## config.mk

```make
export PLATFORM = sky130hd
export DESIGN_NAME = segment_port_arbiter
export DESIGN_NICKNAME = d
export VERILOG_FILES = /design/src/rtl/segment_pkg.sv /design/src/rtl/rr_arbiter.sv /design/src/rtl/segment_port_arbiter.sv
export SDC_FILE = /design/constraint.sdc
export NUM_CORES = 1
export LEC_CHECK = 0
export CAP_MARGIN = 20
export CORE_AREA = 2 2 52 102
export DETAILED_ROUTE_END_ITERATION = 7
export DIE_AREA = 0 0 54 104
export PLACE_DENSITY = 0.79
export SKIP_LAST_GASP = 1
export SLEW_MARGIN = 5
export SYNTH_ARGS = -nofsm -noshare
export SYNTH_HDL_FRONTEND = slang
export SYNTH_SLANG_ARGS = --single-unit
```

## constraint.sdc

```tcl
create_clock -name clk -period 4.2 [get_ports clk]
set_input_delay 0.63 -clock clk [delete_from_list [all_inputs] [get_ports clk]]
set_output_delay 0.63 -clock clk [all_outputs]
set_load 0.03 [all_outputs]
```

## src/rtl/segment_pkg.sv

```systemverilog
// Shared types for the segment register file port arbiter.
// Segment select encoding, data width and lock FSM states.
package segment_pkg;

    localparam int SR_W = 16;

    typedef enum logic [1:0] {
        ES = 2'd0,
        CS = 2'd1,
        SS = 2'd2,
        DS = 2'd3
    } SR_t;

    typedef enum logic {
        UNLOCKED = 1'b0,
        LOCKED   = 1'b1
    } lock_state_t;

endpackage

```

## src/rtl/rr_arbiter.sv

```systemverilog
// Generic round-robin picker: scans req&mask from ptr upward, modulo NUM_REQ.
// Ports: req, ptr, mask in; one-hot grant, winner index, found out.
module rr_arbiter #(
    parameter int NUM_REQ = 3,
    localparam int IDX_W = $clog2(NUM_REQ)
) (
    input  logic [NUM_REQ-1:0] req,
    input  logic [IDX_W-1:0]   ptr,
    input  logic [NUM_REQ-1:0] mask,
    output logic [NUM_REQ-1:0] grant,
    output logic [IDX_W-1:0]   winner,
    output logic               found
);

    int idx;

    always_comb begin
        grant  = '0;
        winner = '0;
        found  = 1'b0;
        idx    = 0;
        for (int k = 0; k < NUM_REQ; k++) begin
            idx = int'(ptr) + k;
            if (idx >= NUM_REQ) idx = idx - NUM_REQ;
            if (!found && req[idx] && mask[idx]) begin
                found      = 1'b1;
                winner     = IDX_W'(idx);
                grant[idx] = 1'b1;
            end
        end
    end

endmodule

```

## src/rtl/segment_port_arbiter.sv

```systemverilog
// Shares the segment register file read/write ports among NUM_REQ requesters
// with round-robin priority, a multi-access lock and read-response routing.
// Ports: req_* per-requester handshake in, req_ready/rsp_* back to requesters,
// sr_* to/from the register file, ss_loaded pulse, owner/locked lock status.
module segment_port_arbiter
    import segment_pkg::*;
#(
    parameter int NUM_REQ = 3,
    parameter int SR_W = segment_pkg::SR_W,
    localparam int IDX_W = $clog2(NUM_REQ)
) (
    input  logic                    clk,
    input  logic                    reset,
    input  logic [NUM_REQ-1:0]      req_valid,
    input  logic [NUM_REQ-1:0]      req_write,
    input  logic [NUM_REQ-1:0]      req_lock,
    input  logic [2*NUM_REQ-1:0]    req_sel,
    input  logic [SR_W*NUM_REQ-1:0] req_wdata,
    output logic [NUM_REQ-1:0]      req_ready,
    output logic [NUM_REQ-1:0]      rsp_valid,
    output logic [SR_W-1:0]         rsp_data,
    output logic [1:0]              sr_rd_sel,
    input  logic [SR_W-1:0]         sr_rd_val,
    output logic                    sr_wr_en,
    output logic [1:0]              sr_wr_sel,
    output logic [SR_W-1:0]         sr_wr_val,
    output logic                    ss_loaded,
    output logic [IDX_W-1:0]        owner,
    output logic                    locked
);

    lock_state_t         state_q, state_d;
    logic [IDX_W-1:0]    ptr_q, ptr_d;
    logic [IDX_W-1:0]    owner_q, owner_d;
    logic [IDX_W-1:0]    winner;
    logic [NUM_REQ-1:0]  mask, grant, rsp_q;
    logic                found, grant_ok, rd_grant, wr_grant;
    logic                win_write, win_lock, ss_q;
    logic [1:0]          win_sel, rd_sel_q;
    logic [SR_W-1:0]     win_wdata;

    function automatic logic [IDX_W-1:0] next_idx(input logic [IDX_W-1:0] i);
        return (int'(i) == NUM_REQ - 1) ? '0 : i + 1'b1;
    endfunction

    // While locked only the owner is eligible.
    always_comb begin
        mask = '1;
        if (state_q == LOCKED) mask = NUM_REQ'(1) << owner_q;
    end

    rr_arbiter #(.NUM_REQ(NUM_REQ)) u_rr (
        .req    (req_valid),
        .ptr    (ptr_q),
        .mask   (mask),
        .grant  (grant),
        .winner (winner),
        .found  (found)
    );

    always_comb begin
        win_write = req_write[winner];
        win_lock  = req_lock[winner];
        win_sel   = req_sel[int'(winner)*2 +: 2];
        win_wdata = req_wdata[int'(winner)*SR_W +: SR_W];
    end

    assign grant_ok = found & ~reset;
    assign wr_grant = grant_ok & win_write;
    assign rd_grant = grant_ok & ~win_write;

    assign req_ready = grant_ok ? grant : '0;
    assign sr_wr_en  = wr_grant;
    assign sr_wr_sel = wr_grant ? win_sel : 2'b00;
    assign sr_wr_val = wr_grant ? win_wdata : '0;

    // Read select holds its last value between read grants.
    assign sr_rd_sel = reset ? 2'b00 : (rd_grant ? win_sel : rd_sel_q);

    // Reset masks a response already in flight.
    assign rsp_valid = reset ? '0 : rsp_q;
    assign rsp_data  = (reset || rsp_q == '0) ? '0 : sr_rd_val;

    assign ss_loaded = ss_q & ~reset;
    assign locked    = (state_q == LOCKED) & ~reset;
    assign owner     = reset ? '0 : owner_q;

    always_comb begin
        state_d = state_q;
        owner_d = owner_q;
        ptr_d   = ptr_q;
        if (grant_ok) begin
            unique case (state_q)
                UNLOCKED: begin
                    ptr_d = next_idx(winner);
                    if (win_lock) begin
                        state_d = LOCKED;
                        owner_d = winner;
                    end
                end
                LOCKED: begin
                    if (!win_lock) begin
                        state_d = UNLOCKED;
                        ptr_d   = next_idx(owner_q);
                    end
                end
                default: ;
            endcase
        end
    end

    always_ff @(posedge clk) begin
        if (reset) begin
            state_q  <= UNLOCKED;
            ptr_q    <= '0;
            owner_q  <= '0;
            rsp_q    <= '0;
            ss_q     <= 1'b0;
            rd_sel_q <= 2'b00;
        end else begin
            state_q  <= state_d;
            ptr_q    <= ptr_d;
            owner_q  <= owner_d;
            rsp_q    <= rd_grant ? grant : '0;
            ss_q     <= wr_grant && (win_sel == SS);
            if (rd_grant) rd_sel_q <= win_sel;
        end
    end

endmodule

```

# Word level (Yosys, flattened, before mapping)

Index checks and enable logic that the tools add are counted.

Memory bits (writable): 0
Input bits: 81
Register bits after elaboration: 11
Bits in read-only memories: 0
Bits in latches: 0
Memories kept: 0

Divide/modulo/power cells: 0
$mul: 0
Multiplexer cells: 54
$lt $le $gt $ge: 10
Bitwise gates (word level): 11
Equal/unequal tests: 4
Add/sub/neg operators: 7
Reduce and logical (&&, ||, !) cells: 16
Shifts and indexed selects: 3

Operator list:

| operator                                                           | count |
|---|---|
| greater-or-equal comparator 32 x 1 -> 1 bit, second input constant | 3 |
| less-than comparator 32 x 4 -> 1 bit, second input constant        | 3 |
| two-way mux 32 bit                                                 | 3 |
| greater-or-equal comparator 32 x 3 -> 1 bit, second input constant | 2 |
| subtractor 32 x 3 -> 32 bit, second input constant                 | 2 |
| indexed part select 48 x 7 -> 16 bit                               | 1 |
| two-way mux 16 bit                                                 | 2 |
| two-way mux 1 bit                                                  | 21 |
| two-way mux 2 bit                                                  | 10 |
| two-way mux 3 bit                                                  | 6 |
| binary-select mux 1 bit (select 2 bit)                             | 8 |
| logical AND 1 bit                                                  | 9 |
| demux 1 bit (select 2 bit)                                         | 3 |
| equality test 2 bit, second input constant                         | 3 |
| bitwise OR 3 bit                                                   | 2 |
| indexed part select 6 x 4 -> 2 bit                                 | 1 |
| AND 1 bit                                                          | 5 |
| adder 2 x 1 -> 2 bit, second input constant                        | 2 |
| NOT 1 bit                                                          | 4 |
| one-hot mux 2 bit (2 select lines)                                 | 1 |
| adder 2 x 1 -> 3 bit, second input constant                        | 1 |
| adder 2 x 2 -> 3 bit, second input constant                        | 1 |
| logical NOT 3 bit                                                  | 1 |
| less-than comparator 2 x 3 -> 1 bit, second input constant         | 1 |
| other kinds (9)                                                    | 10 |

# Depth between registers and ports, before layout

Depth after elaboration: 21
Mapped depth: 13
Mapped depth without buffers: 9

# By module

From an unflattened synthesis, not the netlist that was laid out.

Cell total of the unflattened synthesis: 213
Area total of the unflattened synthesis: 1559.0 um^2

By module, submodules not included:

| module               | sequential area each (um^2) | instances | cells each | area an instance (um^2) |
|---|---|---|---|---|
| segment_port_arbiter | 220.2                       | 1         | 173        | 1270.0 |
| rr_arbiter           | 0.0                         | 1         | 40         | 289.0 |

# Worst setup path after synthesis

No wires, ideal clock.

Kind: register to output
Start: reg ptr_q[0]
End: out sr_wr_val[7]
Setup slack: 0.528 ns
Buffers on the path: 3
Data arrival time: 3.042 ns
Cell stages (with the launch flop): 12
Path through: dfxtp_1 > inv_1 > ha_1 > clkbuf_1 > nand2b_1 > a221oi_1 > a31oi_1 > nor2_1 > buf_2 > buf_2 > mux2i_1 > a211oi_1

Word-level cells in the longest chain between the ends: 19
Elaborated cells on any way between the ends: 48
Those cells by class: add/sub (5); order compare (3); shift (1); mux (30); bitwise (2); reduce/logical (7)

RTL lines:

| what                                                                                 | line                        | RTL |
|---|---|---|
| from (decl)                                                                          | segment_port_arbiter.sv:33  | `logic [IDX_W-1:0] ptr_q, ptr_d;` |
| from (signal assigned)                                                               | segment_port_arbiter.sv:122 | `ptr_q <= ptr_d;` |
| parallel branches: the longest is 18 deep, another holds subtractor 32 x 3 -> 32 bit | -                           |  |
| two-way mux 16 bit (*)                                                               | segment_port_arbiter.sv:75  | `assign sr_wr_val = wr_grant ? win_wdata : '0;` |
| to (decl)                                                                            | segment_port_arbiter.sv:26  | `output logic [SR_W-1:0] sr_wr_val,` |

Every way passes the cells marked *. The select of a mux whose other input is x is not followed.

# Worst setup path in the final report

Start: in req_valid[0]
End: out sr_wr_en

Word-level cells in the longest chain between the ends: 16
Elaborated cells on any way between the ends: 26
Those cells by class: mux (17); bitwise (2); reduce/logical (7)

RTL lines:

| what                                                 | line                       | RTL |
|---|---|---|
| from (decl)                                          | segment_port_arbiter.sv:14 | `input logic [NUM_REQ-1:0] req_valid,` |
| binary-select mux 1 bit (select 2 bit)               | rr_arbiter.sv:25           | `if (!found && req[idx] && mask[idx]) begin` |
| two-way mux 1 bit (not written as such) (2 in a row) | rr_arbiter.sv:25           |  |
| logical AND 1 bit                                    | rr_arbiter.sv:25           |  |
| two-way mux 1 bit                                    | rr_arbiter.sv:25           |  |
| logical NOT 1 bit                                    | rr_arbiter.sv:25           |  |
| logical AND 1 bit (2 in a row)                       | rr_arbiter.sv:25           |  |
| two-way mux 1 bit                                    | rr_arbiter.sv:25           |  |
| logical NOT 1 bit                                    | rr_arbiter.sv:25           |  |
| logical AND 1 bit (2 in a row)                       | rr_arbiter.sv:25           |  |
| two-way mux 2 bit                                    | rr_arbiter.sv:25           |  |
| binary-select mux 1 bit (select 2 bit)               | segment_port_arbiter.sv:62 | `win_write = req_write[winner];` |
| two-way mux 1 bit (not written as such)              | segment_port_arbiter.sv:62 |  |
| AND 1 bit (*)                                        | segment_port_arbiter.sv:69 | `assign wr_grant = grant_ok & win_write;` |
| to (decl)                                            | segment_port_arbiter.sv:24 | `output logic sr_wr_en,` |

Every way passes the cells marked *; elsewhere a longest branch is shown, timed or not. The select of a mux whose other input is x is not followed.

==> results.cfg <==
[sta]
worst_pin_slew_ns = 0.5485
final-setup-viol-count = 0
layout_setup_ws_ns = 0.1615
finalHoldViolCount = 0
hold_ws_ns = 0.4814
max_freq_ghz = 0.2476
slew_violations = 0
max_slew_margin_pct = 63.21
rsz0062_at_grt = false
fin_setup_tns_ns = 0
period_share_pct = 96.16
min_period_ns = 4.039
fin_skew_ns = 0.005012

[worst_setup_path]
reg2reg_slack_ns = 1.04
critPathLaunchType = primary input
endpoint_kind = output port
critPathBufInv = 3
cp_data_required_time_ns = 3.57
critPathKind = primary input to output port
cp_max_fo = 5
critPathTopFamily = buffers and inverters
cpMostUsedCell = clkdlybuf4s50_1
worst_ep_arrival_time_ns = 3.41
crit_chain = clkdlybuf4s50_1, or4b_1, o211ai_2, mux2_2, a32o_1, nor2_1, or3_1, inv_1, clkdlybuf4s50_1
critPathSlowestCell = clkdlybuf4s50_1
max_stage_delay_ns = 0.67

[synth]
avgSynthCellArea_um2 = 7.519
synthAdderAreaFrac_pct = 3.247
yosys.area.top_type_share_pct = 15.58
synth.distinct_cells = 44
yosys_warnings = 0
synth_seq_area_share_pct = 14.29
yosysTopAreaCell = mux2i_1
synth_top_family_by_area = simple AND/OR/NAND/NOR gates
ys_seq_elements = 11
synth_area_leaders = mux2i_1, dfxtp_1, nor2_1
syn_nets = 290
synth-compound-area-share_pct = 26.62
synth_area_um2 = 1541
synth_mux_area_share_pct = 19.24
netlist_instances = 205
yosys.area_share.simple_pct = 28.90
synth_xor_area_share_pct = 0

[floorplan]
initial_core_util_pct = 31.69
die_w_um = 54
placementRows = 36
io_pins = 128
core_um2 = 4865
die_h_um = 104
dieArea_um2 = 5616

[power_and_ir_drop]
combPwrFrac_pct = 85.6
power.internal_uw = 898.8
seqPwrFrac_pct = 8.8
p_switching_uw = 1056
p_leak_uw = 0.001130
clkPwrFrac_pct = 5.6
power_uw = 1955
power_switching_share_pct = 54.02
p_per_area_nw_per_um2 = 684.4
vdd_drop_max_v = 0.0005062

[clocking]
clock_sinks = 11
cts_tree = done
post_cts_buffers = 0
clock_latency_ns = 0.24
cts_hold_buf = 0
clk_path_buf_depth = 2
htree_levels = 1
cts_resized = 0
clkTransAtPathRegs_ns = 0.05
numCtsBuffers = 3
cts_root_buf = clkbuf_8

[placement]
place_ws_ns = 0.1719
portBuffers = 127
place_congestion = 0.8021
place_hpwl_mm = 4.804

[final_layout]
layout-drive-gt1-share_pct = 14.24
utilization_pct = 58.72
nNetsFinal = 416
synthToLayoutAreaGrowth_pct = 85.31
n_antenna_cell = 0

[min_path]
hold_class = register to register

[route]
avgRoutedWirePerCell_um = 14.52
drtAntennaViolNets = 0
drt_iter0_markers = 24
remaining_drc_errors = 0
routed_wl_mm = 5.619
dr.pass1.iters = 4
via_count = 1990
vias_per_cell = 5.142

[run]
maxCapViolCount = 0

[global_route]
antenna_found_initial = 0
grt_pass1_vias = 2001
gr-total-overflow = 0
grt_pass1_wl_mm = 8.728
grt_max_degree = 27
track_usage_pct = 20.30

[outcome]
outcome = complete, no violations
-- power groups by stage --
stage | sequential (uW) | clock, uW | combinational (uW)
after floorplan | 159 | 0 | 1160
after global placement | 173 | 0 | 1660
after detailed placement | 174 | 0 | 1680
after CTS | 172 | 110 | 1690
after global routing | 178 | 115 | 1790
final | 173 | 109 | 1670
-- placed cells by master, fill, tap and decap left out, types with 2 or more instances in the layout --
master / n
nor3b_1: 2
mux2_2: 4
or3_1: 3
mux2i_1: 24
inv_1: 11
nor2_1: 31
buf_4: 27
clkbuf_8: 3
a211oi_1: 11
clkdlybuf4s50_1: 107
a211o_1: 2
nand2b_1: 6
nand3_1: 2
ha_1: 4
a21oi_1: 5
o21ai_0: 7
nor2b_1: 6
o221ai_1: 2
and2_1: 17
dfxtp_1: 11
nand2_1: 14
o211ai_1: 2
a211oi_2: 7
-- worst min-delay path, stage by stage (launching register included) --
cell,delay [ns]
dfxtp_1,0.29
nand2_1,0.06
mux2i_1,0.07
-- path summary, 6_finish.rpt --
check	to	startpoint	cells past startpoint
setup / recovery	sr_wr_en	req_valid[0]	9
hold / removal	rd_sel_q[0]	rd_sel_q[0]	2
setup reg to reg	owner_q[0]	ptr_q[1]	10
hold reg to reg	rd_sel_q[0]	rd_sel_q[0]	2
-- stage by stage --
stage | area (um^2) | instances
CTS | 2856 | 387
global route | 2856 | 387
detailed placement | 2811 | 383
floorplan | 1541 | 205
finish | 2856 | 387
global placement | 2811 | 383
-- logic make-up (layout without fill, tap and decap cells) --
group | after synthesis | in the layout
AO/OA/AOI/OAI | 49 | 49
adder cells (fa/ha/maj) | 4 | 4
flip-flops | 11 | 11
AND/OR/NAND/NOR | 88 | 88
multiplexers | 29 | 29
buffers and inverters | 24 | 149
-- area by class of cell --
type	count	area [um^2]
Inverter	11	41.29
Multi-Input combinational cell	170	1205
Clock buffer	4	45.04
Sequential cell	11	220.2
Tap cell	57	71.32
Timing Repair Buffer	134	1274
Fill cell	456	2008
-- registers in the layout, indices dropped and copies added (netlist names) --
signal,cells
rd_sel_q,2
rsp_q,3
ptr_q,2
state_q,1
ss_q,1
owner_q,2
-- layer usage --
metal  track usage (%)  vias to the layer above  routed length [um]
met1             18.66                      898                1810
met3             2.874                       18                 358
met5                 0                        -                   0
li1                  -                      975                   -
met2             39.20                       99                3225
met4             9.821                        0                 224
-- cell usage after synthesis (all sizes together) --
cell / instances
and2: 17
o21ai: 7
a22oi: 1
ha: 4
nor2b: 6
and3: 1
nand3: 2
or2: 1
or4b: 1
clkbuf: 4
a32o: 1
a2111o: 1
nor2: 32
a21o: 1
a211oi: 18
a221oi: 1
o311a: 1
nand4b: 1
o221ai: 2
dfxtp: 11
mux2i: 24
nand3b: 1
o21ba: 1
a21oi: 5
nand2b: 6
mux2: 5
o211ai: 3
a2bb2oi: 1
nor3b: 2
o211a: 1
a211o: 2
a31o: 1
or3: 3
inv: 11
nand2: 14
buf: 9
nor4b: 1
o21bai: 1
a31oi: 1
Power figures use the tool's default switching activity.
